`src/rtl/bcd_pkg.sv`:
```
// Shared types and constants for the packed-BCD serial adder.
package bcd_pkg;

    typedef enum logic [1:0] {
        IDLE = 2'd0,
        RUN  = 2'd1,
        DONE = 2'd2
    } state_e;

    localparam int BCD_DIGIT_W = 4;
    localparam int BCD_MAX     = 9;
    localparam int BCD_CORR    = 6;

    function automatic logic is_bcd_digit(input logic [BCD_DIGIT_W-1:0] d);
        return d <= BCD_DIGIT_W'(BCD_MAX);
    endfunction

endpackage

```
`src/rtl/bcd_digit_add.sv`:
```
// Combinational single-digit BCD adder: binary add, then +6 correction when the sum exceeds 9.
module bcd_digit_add
    import bcd_pkg::*;
(
    input  logic [BCD_DIGIT_W-1:0] a,
    input  logic [BCD_DIGIT_W-1:0] b,
    input  logic                   ci,
    output logic [BCD_DIGIT_W-1:0] d,
    output logic                   co
);

    logic [BCD_DIGIT_W:0] s;

    always_comb begin
        s  = {1'b0, a} + {1'b0, b} + {{BCD_DIGIT_W{1'b0}}, ci};
        d  = s[BCD_DIGIT_W-1:0];
        co = 1'b0;
        if (s > (BCD_DIGIT_W + 1)'(BCD_MAX)) begin
            // Wraps mod 16; for invalid input digits the result is meaningless by design.
            d  = s[BCD_DIGIT_W-1:0] + BCD_DIGIT_W'(BCD_CORR);
            co = 1'b1;
        end
    end

endmodule

```
`src/rtl/bcd_serial_adder_ctrl.sv`:
```
// Multi-digit packed-BCD adder that time-shares one digit adder, LSD first,
// with a start/busy/done handshake and a sticky invalid-digit flag.
module bcd_serial_adder_ctrl
    import bcd_pkg::*;
#(
    parameter int DIGITS = 4
) (
    input  logic                  clk,
    input  logic                  rst_n,
    input  logic                  start,
    input  logic [4*DIGITS-1:0]   a,
    input  logic [4*DIGITS-1:0]   b,
    output logic                  busy,
    output logic                  done,
    output logic [4*DIGITS+3:0]   sum,
    output logic                  invalid,
    output state_e                dbg_state
);

    localparam int IDX_W = $clog2(DIGITS + 1);
    localparam logic [IDX_W-1:0] LAST_IDX = IDX_W'(DIGITS - 1);

    state_e               state_q;
    logic [4*DIGITS-1:0]  a_q;
    logic [4*DIGITS-1:0]  b_q;
    logic [IDX_W-1:0]     idx_q;
    logic                 carry_q;
    logic [4*DIGITS+3:0]  sum_q;
    logic                 busy_q;
    logic                 done_q;
    logic                 inv_q;

    logic [3:0]           a_dig;
    logic [3:0]           b_dig;
    logic [3:0]           d_dig;
    logic                 co_d;

    assign a_dig = a_q[{idx_q, 2'b00} +: 4];
    assign b_dig = b_q[{idx_q, 2'b00} +: 4];

    bcd_digit_add u_digit_add (
        .a  (a_dig),
        .b  (b_dig),
        .ci (carry_q),
        .d  (d_dig),
        .co (co_d)
    );

    always_ff @(posedge clk or negedge rst_n) begin
        if (!rst_n) begin
            state_q <= IDLE;
            a_q     <= '0;
            b_q     <= '0;
            idx_q   <= '0;
            carry_q <= 1'b0;
            sum_q   <= '0;
            busy_q  <= 1'b0;
            done_q  <= 1'b0;
            inv_q   <= 1'b0;
        end else begin
            case (state_q)
                IDLE: begin
                    done_q <= 1'b0;
                    if (start) begin
                        a_q     <= a;
                        b_q     <= b;
                        carry_q <= 1'b0;
                        idx_q   <= '0;
                        sum_q   <= '0;
                        inv_q   <= 1'b0;
                        busy_q  <= 1'b1;
                        state_q <= RUN;
                    end else begin
                        busy_q  <= 1'b0;
                    end
                end
                RUN: begin
                    sum_q[{idx_q, 2'b00} +: 4] <= d_dig;
                    carry_q <= co_d;
                    inv_q   <= inv_q | ~is_bcd_digit(a_dig) | ~is_bcd_digit(b_dig);
                    idx_q   <= idx_q + 1'b1;
                    if (idx_q == LAST_IDX) begin
                        sum_q[4*DIGITS +: 4] <= {3'b000, co_d};
                        state_q <= DONE;
                    end
                end
                DONE: begin
                    // done is registered here, so it is seen while the FSM is already back in IDLE.
                    done_q  <= 1'b1;
                    state_q <= IDLE;
                end
                default: state_q <= IDLE;
            endcase
        end
    end

    assign busy      = busy_q;
    assign done      = done_q;
    assign sum       = sum_q;
    assign invalid   = inv_q;
    assign dbg_state = state_q;

endmodule

```
`config.mk`:
```
export PLATFORM = sky130hd
export DESIGN_NAME = bcd_serial_adder_ctrl
export DESIGN_NICKNAME = d
export VERILOG_FILES = /design/src/rtl/bcd_pkg.sv /design/src/rtl/bcd_digit_add.sv /design/src/rtl/bcd_serial_adder_ctrl.sv
export SDC_FILE = /design/constraint.sdc
export NUM_CORES = 1
export LEC_CHECK = 0
export ABC_AREA = 1
export CORE_UTILIZATION = 30
export CTS_BUF_LIST = sky130_fd_sc_hd__clkbuf_4
export DETAILED_ROUTE_END_ITERATION = 7
export HOLD_SLACK_MARGIN = 0.05
export PLACE_DENSITY = 0.47
export SYNTH_ARGS = -nofsm -noshare
export SYNTH_HDL_FRONTEND = slang
export SYNTH_SLANG_ARGS = --single-unit
```
`constraint.sdc`:
```
create_clock -name clk -period 3.4 [get_ports clk]
set_clock_uncertainty 0.1 [all_clocks]
set_input_delay 0.34 -clock clk [delete_from_list [all_inputs] [get_ports clk]]
set_output_delay 0.34 -clock clk [all_outputs]
set_load 0.01 [all_outputs]
```
Word level (Yosys, flattened, before mapping)
Cells that the tools add are included.
{ "word_totals": {"ram_bits": 0, "memories": 0, "latch_bits": 0, "elab_cells": 52, "regBits": 61, "in_bits": 35, "out_inout_bits": 25, "romBits": 0} }
{ "op_classes": {"n_shift": 4, "bitwise_logic": 4, "n_eq_ne": 5, "add_sub_neg": 5, "n_reduce_logical": 6, "n_lt_le_gt_ge": 3, "n_div": 0, "mul": 0, "n_mux": 16} }
{ "ops": {"columns": ["operator", "n"], "rows": [
  ["20-bit case mux with 2 select lines", 1],
  ["16-bit by 6-bit indexed part select with 4-bit output", 2],
  ["20-bit bitwise mux", 1],
  ["20-bit two-way mux", 1],
  ["4-bit by 7-bit variable shift with 20-bit output (first input constant)", 1],
  ["4-bit by 7-bit indexed part select with 20-bit output", 1],
  ["4-bit <= comparator (second input constant)", 2],
  ["4-bit two-way mux", 2],
  ["5-bit negator with 7-bit output", 1],
  ["1-bit case mux with 2 select lines", 3],
  ["3-bit case mux with 2 select lines", 1],
  ["2-bit AND reduction", 3],
  ["4-bit by 4-bit adder with 5-bit output", 1],
  ["5-bit by 1-bit adder with 5-bit output", 1],
  ["5-bit by 4-bit > comparator with 1-bit output (second input constant)", 1],
  ["4-bit by 3-bit adder with 4-bit output (second input constant)", 1],
  ["2-bit two-way mux", 2],
  ["2-bit inequality test (second input constant)", 2],
  ["2-bit case mux with 2 select lines", 1],
  ["2-bit nonzero test", 2],
  ["3-bit by 1-bit adder with 3-bit output (second input constant)", 1],
  ["3-bit by 2-bit == test with 1-bit output (second input constant)", 1],
  ["1-bit two-way mux", 3],
  ["3-bit two-way mux", 1],
  ["other kinds (5)", 7]
]} }

Longest topological paths before layout
Gate-level depths: netlist of run 1.
{ "logic_depth": {"word_depth": 9, "mapped_depth": 21} }

Hierarchy
Synthesis of run 1 repeated with hierarchy kept, for this count alone.
{ "unflattened": {"cells_unflattened": 389, "hier_area_um2": 3094.2} }
{ "modules_own_cells": {"columns": ["module", "area_per_inst_um2", "instances", "cells_per_inst"], "rows": [
  ["bcd_serial_adder_ctrl", 2793.9, 1, 342],
  ["bcd_digit_add", 300.3, 1, 47]
]} }

Worst setup path after synthesis of run 1
Ideal clock, no wire load.
{ "synth_timing": {"path_kind": "reg2reg", "start": "reg idx_q[0]", "end": "reg sum_q[15], in the netlist sum[15]", "slack_ns": 0.322, "required_time_ns": 3.181, "path_stages_with_launch": 19, "n_path_buf": 2, "setup_time_ns": 0.119, "synth_period_minus_slack_ns": 3.078, "arrival_time_ns": 2.860, "path_cell_list": "dfrtp_1 -> buf_6 -> buf_4 -> nor2_1 -> nor2_1 -> o21ai_0 -> a21oi_1 -> fa_1 -> fa_1 -> inv_1 -> ha_1 -> inv_1 -> nor2_1 -> a21oi_1 -> nand2_1 -> nand2_1 -> nand2_1 -> nand4_1 -> nand2_1"} }
{ "synth_between": {"elab_chain_cells": 8, "word_cells_on_any_way": 12} }
{ "synth_rtl": {"columns": ["element", "line_no", "text"], "rows": [
  ["start: declaration", "bcd_serial_adder_ctrl.sv:26", "logic [IDX_W-1:0] idx_q;"],
  ["start signal: assignment", "bcd_serial_adder_ctrl.sv:81", "idx_q <= idx_q + 1'b1;"],
  ["16-bit by 6-bit indexed part select with 4-bit output (on tied branches)", "bcd_serial_adder_ctrl.sv:38, bcd_serial_adder_ctrl.sv:39", null],
  ["4-bit by 4-bit adder with 5-bit output", "bcd_digit_add.sv:15", "s = {1'b0, a} + {1'b0, b} + {{BCD_DIGIT_W{1'b0}}, ci};"],
  ["5-bit by 1-bit adder with 5-bit output", "bcd_digit_add.sv:15", null],
  ["4-bit by 3-bit adder with 4-bit output / 5-bit by 4-bit > comparator with 1-bit output (equally long branches)", "bcd_digit_add.sv:20, bcd_digit_add.sv:18", null],
  ["4-bit two-way mux", "bcd_digit_add.sv:18", "if (s > (BCD_DIGIT_W + 1)'(BCD_MAX)) begin"],
  ["4-bit by 7-bit indexed part select with 20-bit output", "bcd_serial_adder_ctrl.sv:78", "sum_q[{idx_q, 2'b00} +: 4] <= d_dig;"],
  ["20-bit bitwise mux *", "bcd_serial_adder_ctrl.sv:78", null],
  ["20-bit case mux with 2 select lines *", "bcd_serial_adder_ctrl.sv:61", "case (state_q)"],
  ["end signal: indexed assignment", "bcd_serial_adder_ctrl.sv:78", null],
  ["end signal: indexed assignment", "bcd_serial_adder_ctrl.sv:83", "sum_q[4*DIGITS +: 4] <= {3'b000, co_d};"],
  ["end: declaration", "bcd_serial_adder_ctrl.sv:28", "logic [4*DIGITS+3:0] sum_q;"]
]} }
Mark *: on every way between the ends. The rest lies on a longest branch, timed or not.
A chain may end at the register's enable or synchronous reset.

Worst setup path after layout of run 1
{ "layout_timing": {"start": "reg idx_q[0]", "end": "reg sum_q[18], in the netlist sum[18]"} }
{ "layout_between": {"elab_chain_cells": 9, "word_cells_on_any_way": 14} }
{ "layout_rtl": {"columns": ["element", "line_no", "text"], "rows": [
  ["16-bit by 6-bit indexed part select with 4-bit output (on tied branches)", "bcd_serial_adder_ctrl.sv:38, bcd_serial_adder_ctrl.sv:39", null],
  ["4-bit by 4-bit adder with 5-bit output", "bcd_digit_add.sv:15", null],
  ["5-bit by 1-bit adder with 5-bit output", "bcd_digit_add.sv:15", null],
  ["4-bit by 3-bit adder with 4-bit output / 5-bit by 4-bit > comparator with 1-bit output (equally long branches)", "bcd_digit_add.sv:20, bcd_digit_add.sv:18", null],
  ["4-bit two-way mux", "bcd_digit_add.sv:18", null],
  ["4-bit by 7-bit indexed part select with 20-bit output", "bcd_serial_adder_ctrl.sv:78", null],
  ["20-bit bitwise mux", "bcd_serial_adder_ctrl.sv:78", null],
  ["4-bit two-way mux *", "bcd_serial_adder_ctrl.sv:82", "if (idx_q == LAST_IDX) begin"],
  ["20-bit case mux with 2 select lines *", "bcd_serial_adder_ctrl.sv:61", null]
]} }
Marks and branches as above.

==> summary.txt, run 1 <==
Die
  – Die area: between 10000 and 15000 sq um
  – FP Rows: 36
  – Die width: ~100 microns
  – Core area: approximately 10000 sq um
  – I/O Pins: 60
  – Initial Utilization: 31.5%
  – Die Ht: 104 microns

CTS
  – CTS H-tree lvls: 3
  – TritonCTS buffer count: 9
  – Clock latency on the worst-skew pair: roughly 420 ps
  – Clk slew on worst S/H paths: ~100 ps
  – Post-CTS Setup Bufs: 0
  – CTS sink count: 61
  – Max Root-Sink Buffers: 2
  – CTS tree: done
  – Clk root buf: clkbuf_4

Synth
  – Synth Warn #: 0
  – Mapped Area: 3130 sq um
  – Syn_area_per_cell: ~7.9 sq um
  – Top-area cell type share of the netlist area: 48.7%
  – Synth cell types: 27
  – Largest area contributor in the netlist: dfrtp_1
  – Most common cell in the netlist: nand2_1
  – Register bit total from synthesis: between 60 and 70
  – Post-synth EDFFs: 0
  – Register area share after synthesis: 48.7%
  – FFs w/ async S/R, synth: 100%
  – Mapped Cells: 396
  – Top_reg_cell synth: dfrtp_1
  – Post-Syn Nets: between 400 and 500
  – Synth top area cells: dfrtp_1 (49%), nand2_1 (22%), nand3_1 (4.8%)
  – Synth cell count leaders: nand2_1 (180), dfrtp_1 (61), nand3_1 (30)

Global routing
  – Largest net degree at the start of global routing: 37
  – GRT overflow: 0
  – Total GRT Usage: between 10% and 20%
  – Initial antenna violation count: 0
  – Vias in the first global route: between 2000 and 3000
  – First-pass GRT wire length: roughly 14 mm

Place
  – Inst Count DP: 587
  – Number of buffers added on ports: a little under 60
  – Final Wtd Congestion: around 0.8
  – Final HPWL DP: 5.77 mm

Run status
  – Outcome: complete, no violations

Power
  – VDD IR max: around 0.00046 V
  – Combinational share of power: between 60% and 70%
  – Switching Power: 2.41 mW
  – Internal power: around 2.4 mW
  – Sw Share: 50.4%
  – Pwr dens: around 1200 nW/um^2
  – Seq pwr share: around a quarter
  – Static Leak: approximately 2.1 nW
  – Clk pwr share: a little under an eighth

Finish
  – Area grow syn2layout: 29.8%
  – Layout Nets: around 500
  – Number of fillers in the final layout: around 1000
  – Final Util: between 40 and 50%
  – Layout cells sized above 1: between 9 and 10%
  – Ant diodes: 0
  – Non-Filler Instances: approximately 600

Hold path
  – Hold EP: a_q[1]$_DFFE_PN0P_
  – Path category of the worst min-delay check: input port to register
  – Hold path start: a[1]
  – Hold path cells: 3

STA
  – Slew margin rel.: 56.2%
  – Setup Viol. Count Final: 0
  – FMAX: roughly 0.31 GHz
  – Fin crit share: between 90% and 100%
  – Worst Tran Pin Value: 657 ps
  – Crit path time final: around 3200 ps
  – Hold Vio Cnt, Final: 0
  – Max-slew violations: 0

Setup path
  – CP max FO: 11
  – Slowest CP cell: fa_1
  – Worst path arrival time: approximately 3400 ps
  – End of the worst register-to-register path: sum[18]$_DFFE_PN0P_
  – CP Launch Type: register
  – R2R setup slack: 180 ps
  – Crit-path cells: buf_4 > nor2_1 > o41ai_1 > fa_2 > fa_1 > inv_1 > ha_1 > inv_1 > nor2_1 > a21oi_1 > nand2_1 > nand3_1 > nand4_1 > nand2_1
  – Setup crit end kind: register
  – Worst R2R Start: idx_q[0]$_DFFE_PN0P_
  – Slowest stage delay, CP: roughly 460 ps
  – Worst EP required: between 3000 and 4000 ps
  – WS Path Type: register to register
  – R2R depth: 14

Drt
  – Wire per inst: between 10 and 15 microns
  – Residual DRC: 0
  – Post-route ant nets: 0
  – Drt total wl: between 7 and 8 mm
  – 1st-pass router iterations: 4
  – Vias: roughly 2800
  – Vias per cell: ~4.6
  – Iter 0 DRT Violations: between 100 and 150

Flow run
  – Max-cap viol count: 0
layout make-up:
type,count,area [sq um],area share (%)
Inverter,25,96.3,2.37
Tap cell,133,166,4.09
Clock inverter,6,77.6,1.91
Sequential cell,61,1530,37.6
Timing Repair Buffer,69,663,16.3
Clock buffer,10,75.1,1.85
Multi-Input combinational cell,300,1460,35.9
logic make-up after synthesis:
logic type                 after synthesis  synth area share, %
buffers and inverters                   35                 5.23
AOI/OAI and AO/OA                       27                 4.63
DFF                                     61                 48.7
adders and majority gates               13                 5.67
and+or+nand+nor                        260                 35.7
power by group through the flow:
| stage | logic, mW | registers [mW] | clock network, mW |
|---|---|---|---|
| final | 2.97 | 1.24 | 0.574 |
| after detailed placement | 2.84 | 1.25 | 0 |
| after global placement | 2.81 | 1.25 | 0 |
| after floorplan | 1.93 | 1.25 | 0 |
| after global routing | 3.39 | 1.28 | 0.621 |
| after CTS | 2.85 | 1.24 | 0.591 |
registers in the layout, summed over array words and instances (netlist names):
register,cells
invalid,1
done,1
busy,1
sum,20
dbg_state,2
b_q,16
carry_q,1
a_q,16
idx_q,3
how the worst max path moves through the flow:
stage | from | end | slack (ps) | cells after the start
after global routing | idx_q[0]$_DFFE_PN0P_ | sum[19]$_DFFE_PN0P_ | -8 | 17
after global placement | idx_q[0]$_DFFE_PN0P_ | sum[3]$_DFFE_PN0P_ | 200 | 17
after CTS | idx_q[0]$_DFFE_PN0P_ | sum[19]$_DFFE_PN0P_ | 100 | 18
after detailed placement | idx_q[0]$_DFFE_PN0P_ | sum[19]$_DFFE_PN0P_ | 120 | 18
after floorplan | idx_q[0]$_DFFE_PN0P_ | sum[15]$_DFFE_PN0P_ | 320 | 18
final | idx_q[0]$_DFFE_PN0P_ | sum[18]$_DFFE_PN0P_ | 180 | 14
timing repair:
item                                    4_1_cts  5_1_grt
resized for setup                             0        7
hold buffers                                  1        0
hold endpoints to repair                     29        0
endpoints found under the setup margin        0       17
cell usage in the layout (no fill, tap or decap), types with 2 or more instances in the layout:
master / netlist / final
nand2_1: 180 / 176
dfrtp_1: 61 / 60
clkdlybuf4s50_1: 0 / 58
nand3_1: 30 / 29
nor2_1: 26 / 26
inv_1: 18 / 18
nand4_1: 14 / 14
o21ai_0: 13 / 13
ha_1: 11 / 11
clkbuf_4: 0 / 10
a21oi_1: 9 / 9
buf_4: 1 / 9
inv_2: 6 / 6
nand2_2: 1 / 5
nor3_4: 2 / 2
nor2_2: 2 / 2
o22ai_1: 2 / 2
nor4_2: 2 / 2
clkinv_1: 0 / 2
bufinv_16: 0 / 2
clkinv_2: 0 / 2
through the flow:
stage / instance area (sq um) / hold WS, ps / power (mW) / setup TNS, ps / worst slack, ps
after floorplan: 3130 / -55.6 / 3.18 / 0 / 322
after global placement: 3880 / 317 / 4.06 / 0 / 195
after detailed placement: 3880 / 318 / 4.08 / 0 / 124
after CTS: 4050 / 327 / 4.68 / 0 / 97.5
after global routing: 4070 / 340 / 5.29 / -16.2 / -8.35
final: 4070 / 344 / 4.78 / 0 / 177
routing by layer:
metal,GRT usage [%],vias up,wire length (microns)
met4,7.14,0,149
met2,25.1,67,3540
met5,0,-,0
met3,3.82,13,287
li1,-,1413,-
met1,20.7,1286,3850
critical path, delay by kind of cell, from the launching register on:
kind | cells | cell delay (ps)
compound gates | 2 | 480
fa+ha+maj | 3 | 970
buf+inv | 3 | 370
flops | 1 | 440
simple gates | 6 | 740
(Power assumes the default switching activity.)
==> run 2, diff against run 1 <==
--- a/config.mk
+++ b/config.mk
@@ -10,7 +10,6 @@
 export CTS_BUF_LIST = sky130_fd_sc_hd__clkbuf_4
 export DETAILED_ROUTE_END_ITERATION = 7
 export HOLD_SLACK_MARGIN = 0.05
-export PLACE_DENSITY = 0.47
 export SYNTH_ARGS = -nofsm -noshare
 export SYNTH_HDL_FRONTEND = slang
 export SYNTH_SLANG_ARGS = --single-unit
==> summary.txt, run 2 (same netlist as run 1, synthesis figures left out) <==
Setup path
  – WS Path Type: register to register
  – Setup crit end kind: register
  – End of the worst register-to-register path: sum[19]$_DFFE_PN0P_
  – Crit-path cells: buf_4 > nor2_1 > nor2_1 > o21ai_0 > a21oi_1 > fa_2 > fa_2 > inv_1 > ha_1 > inv_1 > nor2_1 > a21oi_1 > nand2_1 > nand2_2 > nand2_2 > nand4_1 > nand2_1
  – Slowest stage delay, CP: 570 ps (+110 ps)
  – Worst R2R Start: idx_q[0]$_DFFE_PN0P_
  – Worst path arrival time: 3450 ps (about the same)
  – CP most frequent cell: nor2_1
  – Slowest CP cell: fa_2
  – Worst EP required: 3610 ps (about the same)
  – CP max FO: 10 (-1)
  – CP Launch Type: register
  – R2R depth: 17 (+3)
  – R2R setup slack: 150 ps (-20 ps)

Finish
  – Finished Cell Area: 4060 sq um (about the same)
  – Layout cells sized above 1: 10.6% (+0.83 points)
  – Commonest non-fill, non-tap cell in the layout: nand2_1
  – Number of flip-flops in the largest register: 20 (unchanged)
  – Number of fillers in the final layout: 1059 (+1.0%)
  – Area grow syn2layout: 29.7% (about the same)
  – Most frequent cells in the layout: nand2_1 (176), dfrtp_1 (60), clkdlybuf4s50_1 (58)
  – Non-Filler Instances: 605 (+0.17%)
  – Layout Nets: 515 (+0.19%)
  – Ant diodes: 0 (unchanged)
  – Final Util: 40.8% (about the same)

CTS
  – Clk slew on worst S/H paths: 110 ps (about the same)
  – Clk root buf: clkbuf_4
  – CTS sink count: 61 (unchanged)
  – Max Root-Sink Buffers: 2 (unchanged)
  – CTS tree: done
  – Clock latency on the worst-skew pair: 410 ps (about the same)
  – TritonCTS buffer count: 9 (unchanged)
  – CTS H-tree lvls: 3 (unchanged)

STA
  – Slew margin rel.: 65.8% (+9.7 points)
  – FMAX: 0.308 GHz (-0.76%)
  – Worst Tran Pin Value: 513 ps (-145 ps)
  – Max-slew violations: 0 (unchanged)
  – Crit path time final: 3250 ps (+24.7 ps)
  – Setup Viol. Count Final: 0 (unchanged)
  – Fin crit share: 95.5% (+0.73 points)
  – Hold Vio Cnt, Final: 0 (unchanged)

Drt
  – Post-route ant nets: 0 (unchanged)
  – Drt total wl: 7.65 mm (-2.3%)
  – 1st-pass router iterations: 4 (unchanged)
  – Wire per inst: 12.6 microns (-2.5%)
  – Residual DRC: 0 (unchanged)
  – Vias: 2782 (+0.11%)
  – Vias per cell: 4.60 (about the same)
  – Iter 0 DRT Violations: 126 (+12%)

Power
  – Total Power: 4.74 mW (-1.0%)
  – Static Leak: 2.06 nW (-0.44%)
  – VDD IR max: 0.000587 V (+29%)
  – Pwr dens: 1170 nW/um^2 (-0.91%)

Die
  – Core area: 9950 sq um (unchanged)
  – FP Rows: 36 (unchanged)
  – Die Ht: 104 microns (unchanged)
  – Die area: 10900 sq um (unchanged)
  – I/O Pins: 60 (unchanged)
  – Die width: 104 microns (unchanged)
  – Initial Utilization: 31.5% (unchanged)

Global routing
  – Vias in the first global route: 2860 (-0.21%)
  – Total GRT Usage: 15.5% (-0.47 points)
  – Largest net degree at the start of global routing: 41 (+11%)
  – Initial antenna violation count: 0 (unchanged)
  – GRT overflow: 0 (unchanged)
  – First-pass GRT wire length: 13.4 mm (-2.0%)

Hold path
  – Path category of the worst min-delay check: input port to asynchronous set/reset pin

Place
  – Final Wtd Congestion: 0.846 (+7.6%)
  – Inst Count DP: 587 (unchanged)
  – Final HPWL DP: 5.67 mm (-1.7%)
  – Area post-placement: 3880 sq um (unchanged)
  – Number of buffers added on ports: 59 (unchanged)

Flow run
  – Max-cap viol count: 0 (unchanged)

Run status
  – Outcome: complete, no violations
run 2: changes by cell type in the layout (fill, tap and decap cells not counted):
| cell | before | now |
|---|---|---|
| buf_4 | 9 | 10 |
| bufinv_16 | 2 | 1 |
| clkinv_1 | 2 | 0 |
| clkinv_4 | 0 | 1 |
| clkinvlp_4 | 0 | 2 |
| fa_1 | 1 | 0 |
| fa_2 | 1 | 2 |
run 2: worst max-delay path, delay by kind of cell, from the launching register on:
family	cells	cell delay, ps
flip-flops	1	460
AO/OA/AOI/OAI	3	380
buffers and inverters	3	330
AND/OR/NAND/NOR	8	730
adder cells (fa/ha/maj)	3	1160
run 2: per-stage QoR:
stage	setup TNS, ps	setup slack, ps	hold slack, ps
final	0	152	314
after global routing	-836	-82.4	332
after CTS	0	104	304
after detailed placement	0	125	230
after global placement	0	253	232
after floorplan	0	322	-55.6
run 2: cell type report:
type	instances	area, sq um	share of cell area [%]
Clock buffer	10	75.1	1.85
Clock inverter	6	63.8	1.57
Inverter	25	96.3	2.37
Multi-Input combinational cell	300	1460	36.0
Sequential cell	61	1530	37.6
Tap cell	133	166	4.10
Timing Repair Buffer	70	671	16.5
run 2: worst max path at each step:
| stage | from | to | slack [ps] |
|---|---|---|---|
| global placement | idx_q[0]$_DFFE_PN0P_ | sum[3]$_DFFE_PN0P_ | 250 |
| finish | idx_q[0]$_DFFE_PN0P_ | sum[19]$_DFFE_PN0P_ | 150 |
| floorplan | idx_q[0]$_DFFE_PN0P_ | sum[15]$_DFFE_PN0P_ | 320 |
| CTS | idx_q[0]$_DFFE_PN0P_ | sum[2]$_DFFE_PN0P_ | 100 |
| detailed placement | idx_q[0]$_DFFE_PN0P_ | sum[6]$_DFFE_PN0P_ | 120 |
| global route | idx_q[0]$_DFFE_PN0P_ | sum[11]$_DFFE_PN0P_ | -80 |
run 2: what timing repair did:
action,4_1_cts,5_1_grt
buffers inserted,0,1
hold buffers,1,0
gates resized for setup,0,8
hold endpoints to repair,21,0
endpoints found under the setup margin,0,17
run 2: metal layers:
| metal | vias up | track usage [%] | share of wire (%) |
|---|---|---|---|
| met5 | - | 0 | 0 |
| met4 | 0 | 5.82 | 1.5 |
| met3 | 11 | 3.63 | 4.2 |
| met2 | 67 | 25.4 | 47 |
| met1 | 1290 | 19.8 | 47 |
| li1 | 1414 | - | - |
run 2: power breakdown:
| group | leakage (nW) | switching [mW] | internal (mW) |
|---|---|---|---|
| logic | 1.20 | 1.94 | 1.05 |
| clock network | 0.0724 | 0.279 | 0.231 |
| registers | 0.784 | 0.204 | 1.03 |
